$ cat src/rtl/gmii_rx_frame_ctrl_pkg.sv
// Shared types and constants for the GMII receive frame controller (package eth_rx_pkg).
package eth_rx_pkg;
  typedef enum logic [2:0] {
    ST_IDLE, ST_PRE, ST_DATA, ST_CHECK, ST_STATUS, ST_DROP
  } state_t;

  localparam logic [2:0] STAT_OK      = 3'd0;
  localparam logic [2:0] STAT_CRC     = 3'd1;
  localparam logic [2:0] STAT_RUNT    = 3'd2;
  localparam logic [2:0] STAT_LONG    = 3'd3;
  localparam logic [2:0] STAT_PHYERR  = 3'd4;
  localparam logic [2:0] STAT_TIMEOUT = 3'd5;

  localparam logic [7:0] SFD_BYTE = 8'hD5;
  localparam logic [7:0] PRE_BYTE = 8'h55;

  localparam int CHK_TIMEOUT = 4;
  localparam int LEN_W       = 11;
endpackage

$ cat src/rtl/gmii_rx_frame_ctrl_if.sv
// GMII receive, CRC checker and frame/status buses of the receive frame controller.
interface gmii_rx_frame_ctrl_if;
  import eth_rx_pkg::*;
  logic             rx_dv;
  logic             rx_er;
  logic [7:0]       rxd;
  logic             crc_dsin;
  logic [7:0]       crc_din;
  logic             crc_cal_end;
  logic             crc_error;
  logic [7:0]       frm_data;
  logic             frm_valid;
  logic             frm_sof;
  logic             stat_valid;
  logic             stat_ok;
  logic [2:0]       stat_code;
  logic [LEN_W-1:0] stat_len;

  modport master (
    input  rx_dv, rx_er, rxd, crc_cal_end, crc_error,
    output crc_dsin, crc_din, frm_data, frm_valid, frm_sof,
           stat_valid, stat_ok, stat_code, stat_len
  );
  modport slave (
    output rx_dv, rx_er, rxd, crc_cal_end, crc_error,
    input  crc_dsin, crc_din, frm_data, frm_valid, frm_sof,
           stat_valid, stat_ok, stat_code, stat_len
  );
endinterface

$ cat src/rtl/gmii_rx_frame_ctrl_fcs_strip_dly.sv
// Four-stage byte delay that holds back the last four bytes of a frame (the FCS).
module fcs_strip_dly (
  input  logic       sclk,
  input  logic       resetb,
  input  logic       in_vld,
  input  logic       in_sof,
  input  logic [7:0] in_data,
  input  logic       flush,
  output logic       out_vld,
  output logic       out_sof,
  output logic [7:0] out_data
);
  logic [7:0] dat_p [4];
  logic [3:0] vld_p;
  logic [3:0] sof_p;

  always_ff @(posedge sclk or negedge resetb) begin
    if (!resetb) begin
      for (int i = 0; i < 4; i++) dat_p[i] <= '0;
      vld_p    <= '0;
      sof_p    <= '0;
      out_vld  <= 1'b0;
      out_sof  <= 1'b0;
      out_data <= '0;
    end else if (flush) begin
      vld_p   <= '0;
      sof_p   <= '0;
      out_vld <= 1'b0;
      out_sof <= 1'b0;
    end else if (in_vld) begin
      // a byte leaves only when a new byte pushes it out of the last stage
      dat_p[0] <= in_data;
      for (int i = 1; i < 4; i++) dat_p[i] <= dat_p[i-1];
      vld_p   <= {vld_p[2:0], 1'b1};
      sof_p   <= {sof_p[2:0], in_sof};
      out_vld <= vld_p[3];
      out_sof <= sof_p[3];
      if (vld_p[3]) out_data <= dat_p[3];
    end else begin
      out_vld <= 1'b0;
      out_sof <= 1'b0;
    end
  end
endmodule

$ cat src/rtl/gmii_rx_frame_ctrl.sv
// GMII receive frame controller: preamble/SFD detect, CRC checker sequencing, per-frame status.
// Optional RX_FCS_STRIP_EN removes the 4 FCS bytes from the frm_* stream.
module gmii_rx_frame_ctrl
  import eth_rx_pkg::*;
#(
  parameter int MIN_LEN = 64,
  parameter int MAX_LEN = 1518,
  parameter int PRE_MAX = 7
) (
  input  logic                 sclk,
  input  logic                 resetb,
  gmii_rx_frame_ctrl_if.master bus
);
  localparam logic [3:0]       PRE_LAST = 4'(PRE_MAX);
  localparam logic [2:0]       CHK_LAST = 3'(CHK_TIMEOUT - 1);
  localparam logic [LEN_W-1:0] MIN_L    = LEN_W'(MIN_LEN);
  localparam logic [LEN_W-1:0] MAX_L    = LEN_W'(MAX_LEN);
  localparam logic [LEN_W-1:0] LEN_ONE  = LEN_W'(1);

  state_t           state, state_nx;
  logic [3:0]       pre_cnt, pre_cnt_nx;
  logic [LEN_W-1:0] len, len_nx;
  logic [2:0]       chk_cnt, chk_cnt_nx;
  logic             phy_err, phy_err_nx;
  logic             crc_err, crc_err_nx;
  logic             tmo, tmo_nx;
  logic             fwd;
  logic [2:0]       code_nx;

  function automatic logic [2:0] status_code(input logic perr, input logic tout,
                                             input logic cerr, input logic [LEN_W-1:0] n);
    if (perr)           return STAT_PHYERR;
    else if (tout)      return STAT_TIMEOUT;
    else if (cerr)      return STAT_CRC;
    else if (n < MIN_L) return STAT_RUNT;
    else if (n > MAX_L) return STAT_LONG;
    else                return STAT_OK;
  endfunction

  always_ff @(posedge sclk or negedge resetb) begin
    if (!resetb) begin
      state   <= ST_IDLE;
      pre_cnt <= '0;
      len     <= '0;
      chk_cnt <= '0;
      phy_err <= 1'b0;
      crc_err <= 1'b0;
      tmo     <= 1'b0;
    end else begin
      state   <= state_nx;
      pre_cnt <= pre_cnt_nx;
      len     <= len_nx;
      chk_cnt <= chk_cnt_nx;
      phy_err <= phy_err_nx;
      crc_err <= crc_err_nx;
      tmo     <= tmo_nx;
    end
  end

  always_comb begin
    state_nx   = state;
    pre_cnt_nx = pre_cnt;
    len_nx     = len;
    chk_cnt_nx = chk_cnt;
    phy_err_nx = phy_err;
    crc_err_nx = crc_err;
    tmo_nx     = tmo;
    fwd        = 1'b0;
    case (state)
      ST_IDLE: if (bus.rx_dv && bus.rxd == PRE_BYTE) begin
        state_nx   = ST_PRE;
        pre_cnt_nx = 4'd1;
        len_nx     = '0;
        phy_err_nx = 1'b0;
        crc_err_nx = 1'b0;
        tmo_nx     = 1'b0;
      end
      ST_PRE: begin
        if (!bus.rx_dv)                state_nx = ST_IDLE;
        else if (bus.rx_er)            state_nx = ST_DROP;
        else if (bus.rxd == PRE_BYTE) begin
          if (pre_cnt >= PRE_LAST)     state_nx = ST_DROP;
          else                         pre_cnt_nx = pre_cnt + 4'd1;
        end
        else if (bus.rxd == SFD_BYTE)  state_nx = ST_DATA;
        else                           state_nx = ST_DROP;
      end
      ST_DATA: begin
        if (bus.rx_dv) begin
          fwd = 1'b1;
          if (len != '1) len_nx = len + LEN_ONE;
          if (bus.rx_er) phy_err_nx = 1'b1;
        end else if (len != '0) begin
          state_nx   = ST_CHECK;
          chk_cnt_nx = '0;
        end else begin
          // empty frame: checker was never strobed, so no result to wait for
          state_nx = ST_STATUS;
        end
      end
      ST_CHECK: begin
        if (bus.crc_cal_end) begin
          crc_err_nx = bus.crc_error;
          state_nx   = ST_STATUS;
        end else if (chk_cnt == CHK_LAST) begin
          tmo_nx   = 1'b1;
          state_nx = ST_STATUS;
        end else begin
          chk_cnt_nx = chk_cnt + 3'd1;
        end
      end
      ST_STATUS: state_nx = ST_IDLE;
      ST_DROP:   if (!bus.rx_dv) state_nx = ST_IDLE;
      default:   state_nx = ST_IDLE;
    endcase
    code_nx = status_code(phy_err_nx, tmo_nx, crc_err_nx, len_nx);
  end

  // stage p0: checker strobe and status word registered off the next-state decode
  always_ff @(posedge sclk or negedge resetb) begin
    if (!resetb) begin
      bus.crc_dsin   <= 1'b0;
      bus.crc_din    <= '0;
      bus.stat_valid <= 1'b0;
      bus.stat_ok    <= 1'b0;
      bus.stat_code  <= '0;
      bus.stat_len   <= '0;
    end else begin
      bus.crc_dsin   <= fwd;
      if (fwd) bus.crc_din <= bus.rxd;
      bus.stat_valid <= (state_nx == ST_STATUS);
      if (state_nx == ST_STATUS) begin
        bus.stat_code <= code_nx;
        bus.stat_ok   <= (code_nx == STAT_OK);
        bus.stat_len  <= len_nx;
      end
    end
  end

  logic       frm_valid_w;
  logic       frm_sof_w;
  logic [7:0] frm_data_w;

`ifdef RX_FCS_STRIP_EN
  fcs_strip_dly u_strip (
    .sclk     (sclk),
    .resetb   (resetb),
    .in_vld   (fwd),
    .in_sof   (fwd && len == '0),
    .in_data  (bus.rxd),
    .flush    (!fwd),
    .out_vld  (frm_valid_w),
    .out_sof  (frm_sof_w),
    .out_data (frm_data_w)
  );
`else
  always_ff @(posedge sclk or negedge resetb) begin
    if (!resetb) begin
      frm_valid_w <= 1'b0;
      frm_sof_w   <= 1'b0;
      frm_data_w  <= '0;
    end else begin
      frm_valid_w <= fwd;
      frm_sof_w   <= fwd && (len == '0);
      if (fwd) frm_data_w <= bus.rxd;
    end
  end
`endif

  assign bus.frm_valid = frm_valid_w;
  assign bus.frm_sof   = frm_sof_w;
  assign bus.frm_data  = frm_data_w;
endmodule

$ cat src/flat_wrapper.sv
// flat-port wrapper written by rule: the top's interface ports become plain ports
module gmii_rx_frame_ctrl_flat import eth_rx_pkg::*;
#(
  parameter int MIN_LEN = 64,
  parameter int MAX_LEN = 1518,
  parameter int PRE_MAX = 7
)
  (sclk, resetb, bus_rx_dv, bus_rx_er, bus_rxd, bus_crc_cal_end, bus_crc_error, bus_crc_dsin, bus_crc_din, bus_frm_data, bus_frm_valid, bus_frm_sof, bus_stat_valid, bus_stat_ok, bus_stat_code, bus_stat_len);
  gmii_rx_frame_ctrl_if bus_i ();
  input  logic sclk;
  input  logic resetb;
  input wire logic [$bits(bus_i.rx_dv)-1:0] bus_rx_dv;
  input wire logic [$bits(bus_i.rx_er)-1:0] bus_rx_er;
  input wire logic [$bits(bus_i.rxd)-1:0] bus_rxd;
  input wire logic [$bits(bus_i.crc_cal_end)-1:0] bus_crc_cal_end;
  input wire logic [$bits(bus_i.crc_error)-1:0] bus_crc_error;
  output wire logic [$bits(bus_i.crc_dsin)-1:0] bus_crc_dsin;
  output wire logic [$bits(bus_i.crc_din)-1:0] bus_crc_din;
  output wire logic [$bits(bus_i.frm_data)-1:0] bus_frm_data;
  output wire logic [$bits(bus_i.frm_valid)-1:0] bus_frm_valid;
  output wire logic [$bits(bus_i.frm_sof)-1:0] bus_frm_sof;
  output wire logic [$bits(bus_i.stat_valid)-1:0] bus_stat_valid;
  output wire logic [$bits(bus_i.stat_ok)-1:0] bus_stat_ok;
  output wire logic [$bits(bus_i.stat_code)-1:0] bus_stat_code;
  output wire logic [$bits(bus_i.stat_len)-1:0] bus_stat_len;
  assign bus_i.rx_dv = bus_rx_dv;
  assign bus_i.rx_er = bus_rx_er;
  assign bus_i.rxd = bus_rxd;
  assign bus_i.crc_cal_end = bus_crc_cal_end;
  assign bus_i.crc_error = bus_crc_error;
  assign bus_crc_dsin = bus_i.crc_dsin;
  assign bus_crc_din = bus_i.crc_din;
  assign bus_frm_data = bus_i.frm_data;
  assign bus_frm_valid = bus_i.frm_valid;
  assign bus_frm_sof = bus_i.frm_sof;
  assign bus_stat_valid = bus_i.stat_valid;
  assign bus_stat_ok = bus_i.stat_ok;
  assign bus_stat_code = bus_i.stat_code;
  assign bus_stat_len = bus_i.stat_len;
  gmii_rx_frame_ctrl #(.MIN_LEN(MIN_LEN), .MAX_LEN(MAX_LEN), .PRE_MAX(PRE_MAX)) u_core (.sclk(sclk), .resetb(resetb), .bus(bus_i));
endmodule
$ cat config.mk
export PLATFORM = sky130hd
export DESIGN_NAME = gmii_rx_frame_ctrl_flat
export DESIGN_NICKNAME = d
export VERILOG_FILES = /design/src/rtl/gmii_rx_frame_ctrl_pkg.sv /design/src/rtl/gmii_rx_frame_ctrl_if.sv /design/src/rtl/gmii_rx_frame_ctrl_fcs_strip_dly.sv /design/src/rtl/gmii_rx_frame_ctrl.sv /design/src/flat_wrapper.sv
export SDC_FILE = /design/constraint.sdc
export NUM_CORES = 1
export LEC_CHECK = 0
export ABC_AREA = 1
export CAP_MARGIN = 10
export CORE_MARGIN = 2
export CORE_UTILIZATION = 50
export CTS_BUF_LIST = sky130_fd_sc_hd__clkbuf_4 sky130_fd_sc_hd__clkbuf_8
export CTS_CLUSTER_DIAMETER = 200
export DETAILED_ROUTE_END_ITERATION = 6
export PLACE_DENSITY = 0.8
export SLEW_MARGIN = 25
export SYNTH_ARGS = -nofsm -noshare
export SYNTH_HDL_FRONTEND = slang
export SYNTH_SLANG_ARGS = --single-unit
$ cat constraint.sdc
create_clock -name sclk -period 2.55 [get_ports sclk]
set_input_delay 0.51 -clock sclk [delete_from_list [all_inputs] [get_ports sclk]]
set_output_delay 0.51 -clock sclk [all_outputs]
set_load 0.005 [all_outputs]
Yosys cells after proc, flatten, opt, wreduce, memory -nomap -nowiden
Cells that the tools add are included.
- input port bits: 14
- word-level logic and storage cells: 93
- output and inout port bits: 35
- register bits after elaboration: 50
- reduce and logical (&&, ||, !) cells: 10
- add/subtract/negate cells: 3
- order comparisons: 3
- multiplexer cells: 45
- equal/unequal tests: 18
- operators with widths (cell ; number):
    2-to-1 mux 3 bit ; 19
    2-to-1 mux 11 bit ; 3
    one-hot mux 11 bit (2 select lines) ; 1
    2-to-1 mux 4 bit ; 5
    one-hot mux 3 bit (5 select lines) ; 1
    != test 2 bit (second input constant) ; 6
    adder 11 x 1 -> 11 bit (second input constant) ; 1
    > comparator 11 bit (second input constant) ; 1
    logical NOT 11 bit ; 1
    < comparator 11 x 7 -> 1 bit (second input constant) ; 1
    != test 11 bit (second input constant) ; 1
    nonzero test 11 bit ; 1
    2-to-1 mux 1 bit ; 10
    == test 3 x 2 -> 1 bit (second input constant) ; 3
    == test 8 x 7 -> 1 bit (second input constant) ; 1
    == test 8 bit (second input constant) ; 1
    one-hot mux 4 bit (2 select lines) ; 1
    == test 3 bit (second input constant) ; 2
    logical NOT 3 bit ; 2
    != test 2 x 1 -> 1 bit (second input constant) ; 3
    one-hot mux 1 bit (2 select lines) ; 3
    one-hot mux 3 bit (2 select lines) ; 1
    AND reduction 6 bit ; 1
    AND reduction 5 bit ; 1
    7 further kinds ; 9

Depth between registers and ports, before layout
- word-level depth: 11
- gate-level depth with buffers: 18
- depth with buffers taken out: 18

Worst setup path after synthesis
Ideal clock, no wire load.
- path kind: input to register
- start point: input port bus_rxd[5]
- end point: register u_core.bus.stat_ok
- setup time: 116 ps
- setup slack: 675 ps
- buffers on the path: 0
- arrival time: 1758 ps
- data required time: 2434 ps
- stages on the path: 14
- cell sequence: inv_1 > nand2_1 > nor2_1 > nand3_1 > nand2_1 > nand2_1 > nand2_1 > nand2_2 > nor3_1 > nand4_1 > nand2_1 > nand2_1 > nand2_1 > nand2_1
- word-level cells in the longest chain between the ends: 11
- elaborated cells between the ends (all ways): 26
- those cells by class: order compare: 2; eq/ne: 3; mux: 19; reduce/logical: 2
- ends and longest elaborated chain (item ; line ; text):
    start, declared ; flat_wrapper.sv:14 ; input wire logic [$bits(bus_i.rxd)-1:0] bus_rxd;
    == test 8 x 7 -> 1 bit (*) ; gmii_rx_frame_ctrl.sv:70 ; ST_IDLE: if (bus.rx_dv && bus.rxd == PRE_BYTE) begin
    logical AND 1 bit (*) ; gmii_rx_frame_ctrl.sv:70 ;
    2-to-1 mux 11 bit (*) ; gmii_rx_frame_ctrl.sv:70 ;
    one-hot mux 11 bit (2 select lines) (*) ; gmii_rx_frame_ctrl.sv:69 ; case (state)
    named net u_core.len_nx[6] ; gmii_rx_frame_ctrl.sv:22 ; logic [LEN_W-1:0] len, len_nx;
    > comparator 11 bit ; gmii_rx_frame_ctrl.sv:36 ; else if (n > MAX_L) return STAT_LONG;
    2-to-1 mux 2 bit ; gmii_rx_frame_ctrl.sv:36 ;
    2-to-1 mux 3 bit (*) ; gmii_rx_frame_ctrl.sv:35 ; else if (n < MIN_L) return STAT_RUNT;
    2-to-1 mux 3 bit (*) ; gmii_rx_frame_ctrl.sv:34 ; else if (cerr) return STAT_CRC;
    2-to-1 mux 3 bit (*) ; gmii_rx_frame_ctrl.sv:33 ; else if (tout) return STAT_TIMEOUT;
    2-to-1 mux 3 bit (*) ; gmii_rx_frame_ctrl.sv:32 ; if (perr) return STAT_PHYERR;
    logical NOT 3 bit (*) ; gmii_rx_frame_ctrl.sv:134 ; bus.stat_ok <= (code_nx == STAT_OK);
    end signal, assigned ; gmii_rx_frame_ctrl.sv:134 ;
    end, declared ; gmii_rx_frame_ctrl_if.sv:22 ; stat_valid, stat_ok, stat_code, stat_len
The timed path passes the listed nets; every way through them passes the cells marked *.
A chain may end at the register's enable or synchronous reset.

Worst setup path after layout
- start point: input port bus_rxd[7]
- end point: register u_core.bus.stat_ok
The elaborated chain is that of the path after synthesis.

==> impl_metrics.csv <==
group,metric,value,unit
global_routing,antenna_found_initial,0,
layout,syn2layout_area_growth,24.0,%
clocking,cts_made_buffers,5,
detailed_routing,routed_wl,5.85,mm
placement,numPortBuffers,48,
floorplanning,die_x,77.1,um
setup_path,startpoint_type,"input pin",
logic_synthesis,synth_area,0.00267,mm2
clocking,cts.sinks,50,
detailed_routing,first_pass_iters,5,
global_routing,grt_start_max_net_pins,27,
floorplanning,core-area,0.00514,mm2
setup_path,crit_family,"simple AND/OR/NAND/NOR gates",
timing,tightest_slew,582,ps
setup_path,cp_slowest_cell,"clkdlybuf4s50_1",
placement,dpl_worst_slack,-7.99,ps
clocking,postCtsSetupRepairBufs,0,
setup_path,r2r_cells,9,
timing,period_share,0.876,
floorplanning,fp.dieH,77.1,um
logic_synthesis,synth-seq-area-share,0.468,
setup_path,critical_path_class,"input pin to flop",
setup_path,critPathMaxFanout,7,
hold_path,min_path_type,"input pin to async pin",
setup_path,slowest_delay,480,ps
placement,dp_hpwl,4.57,mm
clocking,clock-root-buffer,"clkbuf_8",
logic_synthesis,synth_area_per_cell,8.40,um2
timing,clock_skew,7.53,ps
detailed_routing,via_per_inst,5.24,
clocking,cts_resized,0,
setup_path,worstPathRequired,2750,ps
setup_path,arrival,2440,ps
setup_path,end_kind,"flop",
power_and_ir_drop,total_power,2.88,mW
placement,gp_congestion,0.874,
timing,min_period,2230,ps
layout,layout-drive-gt1-share,0.141,
layout,n_antenna_cell,0,
clocking,clk_pin_slew,90,ps
detailed_routing,num_vias,2305,
detailed_routing,drcViolationCount,0,
detailed_routing,first_iter_violations,121,
timing,fin_ws,315,ps
timing,setup_viol_count_final,0,
placement,place_area,0.00323,mm2
detailed_routing,wl_per_cell,13.3,um
power_and_ir_drop,p_per_area,869,mW/mm2
run,cap_violations,0,
layout,final_common_cell,"nand2_1",
logic_synthesis,ys_types,45,
global_routing,grt_pass1_wl,10.2,mm
logic_synthesis,syn-num-nets,337,
clocking,insertion_delay,300,ps
setup_path,crit_cells,18,
clocking,cts_buffer_depth,2,
timing,fmax,447,MHz
floorplanning,start_util,0.520,
setup_path,cp_common_cell,"nand2_1",
logic_synthesis,ys_ff_latch,50,
layout,layout.nets,389,
clocking,hold_buffers,0,
detailed_routing,ant_nets,0,
timing,hold_violations,0,
setup_path,critical_path.cell_chain,"clkdlybuf4s50_1, inv_1, nand2_1, nor2_1, nand3_1, nand2_1, nand2_1, nand2_1, nand2_1, nand2_1, nor2_1, nand2_1, nand2_1, nand2_1, nand2_1, nand2_1, nand2_1, nand2_1",
layout,final_cell_mix,"nand2_1, dfrtp_1, clkdlybuf4s50_1",
clocking,htree_levels,2,
floorplanning,io_pins,49,
timing,slew_headroom,0.612,
floorplanning,die_area,0.00595,mm2
power_and_ir_drop,leakage,1.61,nW
clocking,cts_tree,"yes",
floorplanning,rows,26,
global_routing,grt_pass1_vias,2289,
layout,stdcell_area,0.00331,mm2
logic_synthesis,synth_cells,318,
power_and_ir_drop,irDropWorstVdd,394,uV
setup_path,crit_buf_inv,2,
layout,num-fill-cells,454,
global_routing,grtUsageTotal,0.211,
logic_synthesis,synth_warnings,0,
timing,rsz0062_at_grt,"no",
timing,slew_viol_final,0,
global_routing,grt_overflow,0,
outcome,outcome,"finished clean",
final cells by class:
type | instances | area (um2) | area share
clock buffer | 6 | 76.3 | 0.0230
tap | 70 | 87.6 | 0.0264
timing repair buffer | 59 | 571 | 0.172
multi-input combinational | 214 | 1170 | 0.353
sequential | 50 | 1250 | 0.378
clock inverter | 1 | 7.51 | 0.00227
inverter | 40 | 153 | 0.0461
sequential cells by signal, indices dropped and copies added, names as in the netlist:
register / cells
u_core.crc_err: 1
u_core.tmo: 1
u_core.bus.stat_valid: 1
u_core.state: 3
u_core.bus.stat_code: 3
u_core.pre_cnt: 4
u_core.bus.stat_len: 11
u_core.phy_err: 1
u_core.bus.frm_sof: 1
u_core.chk_cnt: 3
u_core.bus.crc_dsin: 1
u_core.bus.crc_din: 8
u_core.bus.stat_ok: 1
u_core.len: 11
power breakdown:
group	switching [mW]	internal (mW)
Combinational	0.596	0.634
Clock	0.249	0.199
Sequential	0.183	1.02
Total	1.03	1.85
worst paths after layout:
| kind | slack, ps | endpoint | startpoint |
|---|---|---|---|
| max in group asynchronous | 1820 | u_core.bus.stat_len[5] | resetb |
| max | 320 | u_core.bus.stat_ok | bus_rxd[7] |
| min | 190 | u_core.pre_cnt[1] | resetb |
| max reg2reg | 370 | u_core.state[0] | u_core.len[0] |
| min reg2reg | 490 | u_core.bus.stat_code[0] | u_core.bus.stat_code[0] |
| min in group sclk | 490 | u_core.bus.stat_code[0] | u_core.bus.stat_code[0] |
metal layers:
metal | wire length (um) | vias up | global-route usage
met5 | 0 | - | 0
met4 | 89 | 0 | 0.0661
met3 | 239 | 9 | 0.0329
met2 | 2810 | 71 | 0.348
met1 | 2710 | 1085 | 0.288
li1 | - | 1140 | -
stage by stage:
stage,utilization,hold slack [ps],setup TNS [ps],instances
after floorplan,-,214,0,318
after global placement,0.629,463,0,433
after detailed placement,0.629,470,-7.99,433
after CTS,0.645,211,0,440
after global routing,0.645,245,0,440
final,0.645,195,0,440
worst register-to-register path, delay by kind of cell (launching register included):
kind / cells / cell delay [ps]
AOI/OAI and AO/OA: 2 / 390
buffers and inverters: 1 / 160
and+or+nand+nor: 5 / 870
adders and majority gates: 1 / 200
DFF: 1 / 410
logic make-up (layout without fill, tap and decap cells):
family,count (synthesis),after routing,synth area share
simple gates,164,164,0.304
buf+inv,54,106,0.0946
flops,50,50,0.468
compound gates,42,42,0.100
fa+ha+maj,5,5,0.0234
xor+xnor,3,3,0.00983
Yosys cell counts (all sizes together):
cell type,instances,area (um2)
nand2,88,382
dfrtp,50,1250
inv,39,149
nor2,34,150
nand3,22,125
o21ai,16,83.8
buf,13,96.3
nand4,12,81.3
a31oi,11,75.1
a21oi,5,28.8
ha,5,62.6
nor3,4,41.3
a22o,2,17.5
nor4,2,18.8
o211ai,2,15.0
xnor2,2,17.5
a211oi,1,7.51
a32oi,1,8.76
clkbuf,1,3.75
clkinv,1,3.75
nand3b,1,7.51
o2111ai,1,8.76
o21bai,1,7.51
o22ai,1,6.26
o311ai,1,8.76
or2,1,6.26
xor2,1,8.76
(Power assumes the default switching activity.)
